**src/rtl/reg_dump_pkg.sv**
```systemverilog
// Shared types and defaults for the register dump reader.
// The CSUM state exists only when REG_DUMP_CSUM_EN is defined.
package reg_dump_pkg;

    localparam int unsigned DefaultWidth = 32;
    localparam int unsigned DefaultNregs = 32;

    typedef enum logic [2:0] {
        StIdle,
        StRead,
        StSend,
`ifdef REG_DUMP_CSUM_EN
        StCsum,
`endif
        StDone
    } reg_dump_state_t;

endpackage

```
**src/rtl/reg_dump_reader_csum_acc.sv**
```systemverilog
// dump_csum_acc: WIDTH-wide XOR accumulator for the optional checksum beat.
// Clear wins over enable so a fresh dump never inherits a stale sum.
module dump_csum_acc #(
    parameter int unsigned WIDTH = 32
) (
    input  logic             clk,
    input  logic             rst,
    input  logic             clear,
    input  logic             enable,
    input  logic [WIDTH-1:0] din,
    output logic [WIDTH-1:0] acc
);

    logic [WIDTH-1:0] acc_q;

    always_ff @(posedge clk) begin
        if (rst || clear) begin
            acc_q <= '0;
        end else if (enable) begin
            acc_q <= acc_q ^ din;
        end
    end

    assign acc = acc_q;

endmodule

```
**src/rtl/reg_dump_reader.sv**
```systemverilog
// Walks a register file and streams each value out over a valid/ready port.
// Define REG_DUMP_CSUM_EN to append an XOR checksum beat after the last register.
module reg_dump_reader
    import reg_dump_pkg::*;
#(
    parameter int unsigned WIDTH  = DefaultWidth,
    parameter int unsigned NREGS  = DefaultNregs,
    localparam int unsigned ADDR_W = $clog2(NREGS)
) (
    input  logic              clk,
    input  logic              rst,
    input  logic              start,
    output logic [ADDR_W-1:0] rd_addr,
    input  logic [WIDTH-1:0]  rd_data,
    output logic              out_valid,
    input  logic              out_ready,
    output logic [WIDTH-1:0]  out_data,
    output logic [ADDR_W-1:0] out_addr,
    output logic              out_last,
    output logic              busy,
    output logic              done
);

    localparam logic [ADDR_W-1:0] LastAddr = ADDR_W'(NREGS - 1);

    reg_dump_state_t   state_q, state_d;
    logic [ADDR_W-1:0] cnt_q, cnt_d;
    logic [WIDTH-1:0]  data_q, data_d;
    logic [ADDR_W-1:0] addr_q, addr_d;
    logic              last_q, last_d;

`ifdef REG_DUMP_CSUM_EN
    logic             csum_clear;
    logic             csum_enable;
    logic [WIDTH-1:0] csum_value;

    dump_csum_acc #(
        .WIDTH (WIDTH)
    ) u_csum_acc (
        .clk    (clk),
        .rst    (rst),
        .clear  (csum_clear),
        .enable (csum_enable),
        .din    (rd_data),
        .acc    (csum_value)
    );
`endif

    always_comb begin
        state_d   = state_q;
        cnt_d     = cnt_q;
        data_d    = data_q;
        addr_d    = addr_q;
        last_d    = last_q;
        out_valid = 1'b0;
        done      = 1'b0;
        busy      = 1'b1;
`ifdef REG_DUMP_CSUM_EN
        csum_clear  = 1'b0;
        csum_enable = 1'b0;
`endif
        unique case (state_q)
            StIdle: begin
                busy = 1'b0;
                if (start) begin
                    state_d = StRead;
                    cnt_d   = '0;
`ifdef REG_DUMP_CSUM_EN
                    csum_clear = 1'b1;
`endif
                end
            end
            StRead: begin
                data_d  = rd_data;
                addr_d  = cnt_q;
`ifdef REG_DUMP_CSUM_EN
                last_d      = 1'b0;
                csum_enable = 1'b1;
`else
                last_d = (cnt_q == LastAddr);
`endif
                state_d = StSend;
            end
            StSend: begin
                out_valid = 1'b1;
                if (out_ready) begin
                    if (cnt_q == LastAddr) begin
`ifdef REG_DUMP_CSUM_EN
                        // Accumulator already holds every captured value here.
                        state_d = StCsum;
                        data_d  = csum_value;
                        addr_d  = '0;
                        last_d  = 1'b1;
`else
                        state_d = StDone;
`endif
                    end else begin
                        cnt_d   = cnt_q + ADDR_W'(1);
                        state_d = StRead;
                    end
                end
            end
`ifdef REG_DUMP_CSUM_EN
            StCsum: begin
                out_valid = 1'b1;
                if (out_ready) begin
                    state_d = StDone;
                end
            end
`endif
            StDone: begin
                done    = 1'b1;
                state_d = StIdle;
            end
            default: state_d = StIdle;
        endcase
    end

    always_ff @(posedge clk) begin
        if (rst) begin
            state_q <= StIdle;
            cnt_q   <= '0;
            data_q  <= '0;
            addr_q  <= '0;
            last_q  <= 1'b0;
        end else begin
            state_q <= state_d;
            cnt_q   <= cnt_d;
            data_q  <= data_d;
            addr_q  <= addr_d;
            last_q  <= last_d;
        end
    end

    assign rd_addr  = cnt_q;
    assign out_data = data_q;
    assign out_addr = addr_q;
    assign out_last = last_q;

endmodule

```
**config.mk**
```make
export PLATFORM = sky130hd
export DESIGN_NAME = reg_dump_reader
export DESIGN_NICKNAME = d
export VERILOG_FILES = /design/src/rtl/reg_dump_pkg.sv /design/src/rtl/reg_dump_reader_csum_acc.sv /design/src/rtl/reg_dump_reader.sv
export SDC_FILE = /design/constraint.sdc
export NUM_CORES = 1
export LEC_CHECK = 0
export ABC_AREA = 1
export BUFFER_PORTS_ARGS = -buffer_cell sky130_fd_sc_hd__buf_2
export CORE_MARGIN = 4
export CORE_UTILIZATION = 45
export CTS_BUF_LIST = sky130_fd_sc_hd__clkbuf_8 sky130_fd_sc_hd__clkbuf_16
export DETAILED_ROUTE_END_ITERATION = 8
export HOLD_SLACK_MARGIN = 0.12
export PLACE_DENSITY_LB_ADDON = 0.12
export SLEW_MARGIN = 20
export SYNTH_ARGS = -nofsm -noshare
export SYNTH_HDL_FRONTEND = slang
export SYNTH_SLANG_ARGS = --single-unit
```
**constraint.sdc**
```tcl
create_clock -name clk -period 1.8 [get_ports clk]
set_input_delay 0 -clock clk [delete_from_list [all_inputs] [get_ports clk]]
set_output_delay 0 -clock clk [all_outputs]
set_load 0.02 [all_outputs]
```
==> summary by stage <==
CTS
The H-tree generated during clock tree synthesis spans 2 levels. The post-CTS setup-driven buffer insertion count is 0. TritonCTS built the clock tree.

Gates resized during post-CTS repair numbered 0. Clock tree synthesis inserted a total of 5 buffers. Clock latency on the worst-skew pair, taken at its later pin, is around 300 ps. The buffer cell driving the clock tree root is sky130_fd_sc_hd__clkbuf_8. The maximum count of clock buffers along a single path is 2.

The tree built by TritonCTS fans out to 45 sinks. The clock transition at the registers of the reported paths is ~80 ps.

Timing
The measured slew at the worst slew-check pin is about 370 ps. The accumulated negative setup slack is 0 ps. The clock period minus final worst setup slack is roughly 1600 ps. The number of failing hold endpoints at the final stage was 0. The fmax is 642 MHz. Setup repair after global routing left no endpoint under its margin. The number of slew-limit violations in the final report is 0. Headroom to the max-slew limit came out at between 70 and 80%. The final critical path takes up between 80 and 90% of the cycle. Setup violations remaining at the end of the flow were counted as 0.

The worst setup skew after layout is ~6.4 ps.

GRT
For this run the aggregate overflow at the end of global routing stands at 0. The aggregate global-route resource usage is between 10% and 20%. The via count of the first global-routing pass came to roughly 1700. Entering global routing, the biggest net connects 38 pins. The initial antenna violation count came to 0. The first global-routing pass estimated between 7000 and 8000 um of wire.

Synthesis
The combined area of all synthesized cells is between 0.0015 and 0.002 sq mm. Sequential elements use roughly 52% of the synthesized area. The dominant combinational cell family by area after synthesis is simple AND/OR/NAND/NOR gates.

The register bit total from synthesis is 45. Of the total synthesized cell area, the portion taken by full adders, half adders and majority gates is 1.46%. The fraction of synthesized area in multiplexers is 0%. The count of warnings emitted by yosys is 0.

The area fraction in compound gates after synthesis is a little over an eighth. The number of standard cells after synthesis is roughly 230. The number of nets in the synthesized netlist is about 260. The count of unique library cells instantiated by Yosys is 20. The xor and xnor area share after synthesis is 0%. The average instance area after synthesis is roughly 7.6 sq um. The area fraction in and, or, nand and nor cells after synthesis is 26.3%.

Floorplanning
The initial cell density of the core is between 40% and 50%. The die area is around 0.0049 sq mm. The die width is 69.8 um. The number of placement rows is 22. The y dimension of the die is around 70 um.

82 I/O pins were placed. In this run the standard cell core region covers between 0.003 and 0.004 sq mm.

Worst setup path
The worst register-to-register path ends at rd_addr[0]$_SDFFE_PP0P_. The reg2reg setup slack is between 200 and 250 ps. The startpoint type of the worst setup path is a flip-flop. The beginning of the worst register-to-register path is rd_addr[1]$_SDFFE_PP0P_. The largest fanout of any net on the critical path is 6. The endpoint required time on the critical path is 2000 ps. The worst setup path is captured at a flip-flop. Counting cells, the worst reg-to-reg path comes to 9. The classification of the worst setup path is flip-flop to flip-flop. Data arrives at the worst endpoint at 1760 ps.

Power
The sequential share of power is a little under half. The total power draw is between 2000 and 2500 uW. The internal portion of the total power is 1750 uW. The combinational share of power is 21.4%. The leakage power is 0.00130 uW. The clock network is responsible for roughly 33% of the overall power.

Net switching is around 28% of the power. The peak ir drop on the vdd network is about 0.49 mV. For this design the total switching power over the nets is a little under 700 uW. The power per standard cell area is 926 mW/mm^2.

Job
The number of maximum-capacitance violations is 0.

Final layout
The number of antenna repair diodes is 0. In the final layout, the share of cells above drive strength 1 is 30.1%. The final design utilization is roughly 72%.

In the final design database the tool counted about 380 nets. The signed area change from the synthesized netlist to the final layout is 53.6%. After filler insertion, the fill cell instance count of the layout stands at ~300.

Placed design
Summed over all nets, the half-perimeter wirelength after detailed placement is roughly 2900 um. The number of port buffers is a little over 80. The placer's final routability congestion estimate is approximately 0.78.

Min path
The startpoint of the worst hold path is rst. The sink of the worst hold path is state_q[1]$_SDFFE_PP0P_. The worst min-delay path category is input port to flip-flop. Along the worst hold path, the cell count comes to 3.

Detailed routing
For this block, the initial DRC count from the detailed router was 77. The count of nets left with antenna violations once routing finished came out at 0. After detailed routing, the number of remaining DRC violations is 0. The first TritonRoute pass finished after 4 iterations. The routed layout has roughly 1800 vias. The wire length per cell is ~12 um. The routed via count divided by cell count is 4.66.

The routed wire length is about 4500 um.

Status
The flow ran to the end, and the final reports show no timing, DRC or antenna violations.
[metrics by stage]
stage / instances / instance area [sq um] / worst slack, ps / hold slack, ps
3_3_place_gp: 346 / 2160 / 364 / 192
2_1_floorplan: 225 / 1720 / 266 / 69.1
3_5_place_dp: 346 / 2160 / 243 / 194
4_1_cts: 390 / 2640 / 224 / 405
5_1_grt: 390 / 2640 / 48.9 / 442
6_report: 390 / 2640 / 242 / 428
[final cells by class]
cell class / count / area [sq um] / area share, %
repair buffers: 120 / 801 / 30.4
well taps: 48 / 60.1 / 2.28
multi-input cells: 155 / 702 / 26.6
inverters: 14 / 53.8 / 2.04
clock buffers: 6 / 82.6 / 3.13
clock inverters: 2 / 37.5 / 1.42
flip-flops and latches: 45 / 901 / 34.2
[logic make-up after synthesis]
logic type,count (synthesis)
AO/OA/AOI/OAI,45
buffers and inverters,25
flip-flops,45
AND/OR/NAND/NOR,108
adder cells (fa/ha/maj),2
[routing by layer]
layer / global-route usage [%] / part of all wire [%] / up-vias
met5: 0 / 0 / -
met4: 8.51 / 1.7 / 0
met3: 6.52 / 8.6 / 8
met2: 33.4 / 46 / 63
met1: 21.6 / 44 / 804
li1: - / - / 941
[cell usage in the layout, fill, tap and decap left out]
master,netlist,routed
sky130_fd_sc_hd__dlygate4sd3_1,0,36
sky130_fd_sc_hd__buf_12,0,1
sky130_fd_sc_hd__nand2_4,2,2
sky130_fd_sc_hd__ha_1,2,2
sky130_fd_sc_hd__dfxtp_1,45,45
sky130_fd_sc_hd__buf_2,0,81
sky130_fd_sc_hd__o21ai_1,3,3
sky130_fd_sc_hd__inv_1,10,10
sky130_fd_sc_hd__nand3_1,8,8
sky130_fd_sc_hd__nand4_1,1,1
sky130_fd_sc_hd__nor3_1,1,1
sky130_fd_sc_hd__nor2_1,76,76
sky130_fd_sc_hd__o21ai_0,36,36
sky130_fd_sc_hd__clkinvlp_4,0,1
sky130_fd_sc_hd__nor2_4,1,1
sky130_fd_sc_hd__clkinv_2,1,1
sky130_fd_sc_hd__nand2_1,15,15
sky130_fd_sc_hd__buf_4,3,2
sky130_fd_sc_hd__clkbuf_8,0,6
sky130_fd_sc_hd__nor2_2,1,1
sky130_fd_sc_hd__nand2_2,3,3
sky130_fd_sc_hd__bufinv_16,0,1
sky130_fd_sc_hd__a21oi_1,6,6
sky130_fd_sc_hd__inv_2,3,3
[power groups by stage]
stage / sequential, uW / combinational [uW] / clock [uW]
floorplan: 1250 / 202 / 0
detailed placement: 1150 / 465 / 0
global placement: 1150 / 458 / 0
CTS: 1130 / 526 / 813
finish: 1130 / 522 / 794
global route: 1140 / 579 / 850
[cell usage after synthesis]
master | instances | area [sq um]
sky130_fd_sc_hd__a21oi_1 | 6 | 30.0
sky130_fd_sc_hd__buf_4 | 3 | 22.5
sky130_fd_sc_hd__buf_6 | 1 | 11.3
sky130_fd_sc_hd__clkbuf_1 | 7 | 26.3
sky130_fd_sc_hd__clkinv_2 | 1 | 5.00
sky130_fd_sc_hd__dfxtp_1 | 45 | 901
sky130_fd_sc_hd__ha_1 | 2 | 25.0
sky130_fd_sc_hd__inv_1 | 10 | 37.5
sky130_fd_sc_hd__inv_2 | 3 | 11.3
sky130_fd_sc_hd__nand2_1 | 15 | 56.3
sky130_fd_sc_hd__nand2_2 | 3 | 18.8
sky130_fd_sc_hd__nand2_4 | 2 | 22.5
sky130_fd_sc_hd__nand3_1 | 8 | 40.0
sky130_fd_sc_hd__nand4_1 | 1 | 6.26
sky130_fd_sc_hd__nor2_1 | 76 | 285
sky130_fd_sc_hd__nor2_2 | 1 | 6.26
sky130_fd_sc_hd__nor2_4 | 1 | 11.3
sky130_fd_sc_hd__nor3_1 | 1 | 5.00
sky130_fd_sc_hd__o21ai_0 | 36 | 180
sky130_fd_sc_hd__o21ai_1 | 3 | 15.0
[how the worst max path moves through the flow]
stage,end,slack [ps],from
6_report,rd_addr[0]$_SDFFE_PP0P_,240,rd_addr[1]$_SDFFE_PP0P_
4_1_cts,rd_addr[3]$_SDFFE_PP0P_,220,rd_addr[0]$_SDFFE_PP0P_
5_1_grt,rd_addr[1]$_SDFFE_PP0P_,50,rd_addr[0]$_SDFFE_PP0P_
2_1_floorplan,rd_addr[0]$_SDFFE_PP0P_,270,rd_addr[1]$_SDFFE_PP0P_
3_5_place_dp,rd_addr[1]$_SDFFE_PP0P_,240,rd_addr[1]$_SDFFE_PP0P_
3_3_place_gp,rd_addr[1]$_SDFFE_PP0P_,360,rd_addr[0]$_SDFFE_PP0P_
[worst max-delay path, stage by stage, from the launching register on]
cell	delay (ps)
sky130_fd_sc_hd__dfxtp_1	420
sky130_fd_sc_hd__ha_1	200
sky130_fd_sc_hd__inv_1	50
sky130_fd_sc_hd__nor3_1	170
sky130_fd_sc_hd__ha_1	260
sky130_fd_sc_hd__nand2_4	90
sky130_fd_sc_hd__nand2_2	90
sky130_fd_sc_hd__inv_2	50
sky130_fd_sc_hd__nor2_1	80
sky130_fd_sc_hd__nor2_1	40
[state kept, by name (all words and copies together), names as in the netlist]
register / cells
out_last: 1
out_data: 32
rd_addr: 5
out_addr: 5
state_q: 2
[what timing repair did]
| action | CTS | global route |
|---|---|---|
| setup endpoints to repair | 0 | 0 |
| hold endpoints to repair | 38 | 0 |
| hold buffers | 36 | 0 |
No activity file was read; power rests on OpenSTA's default activity.
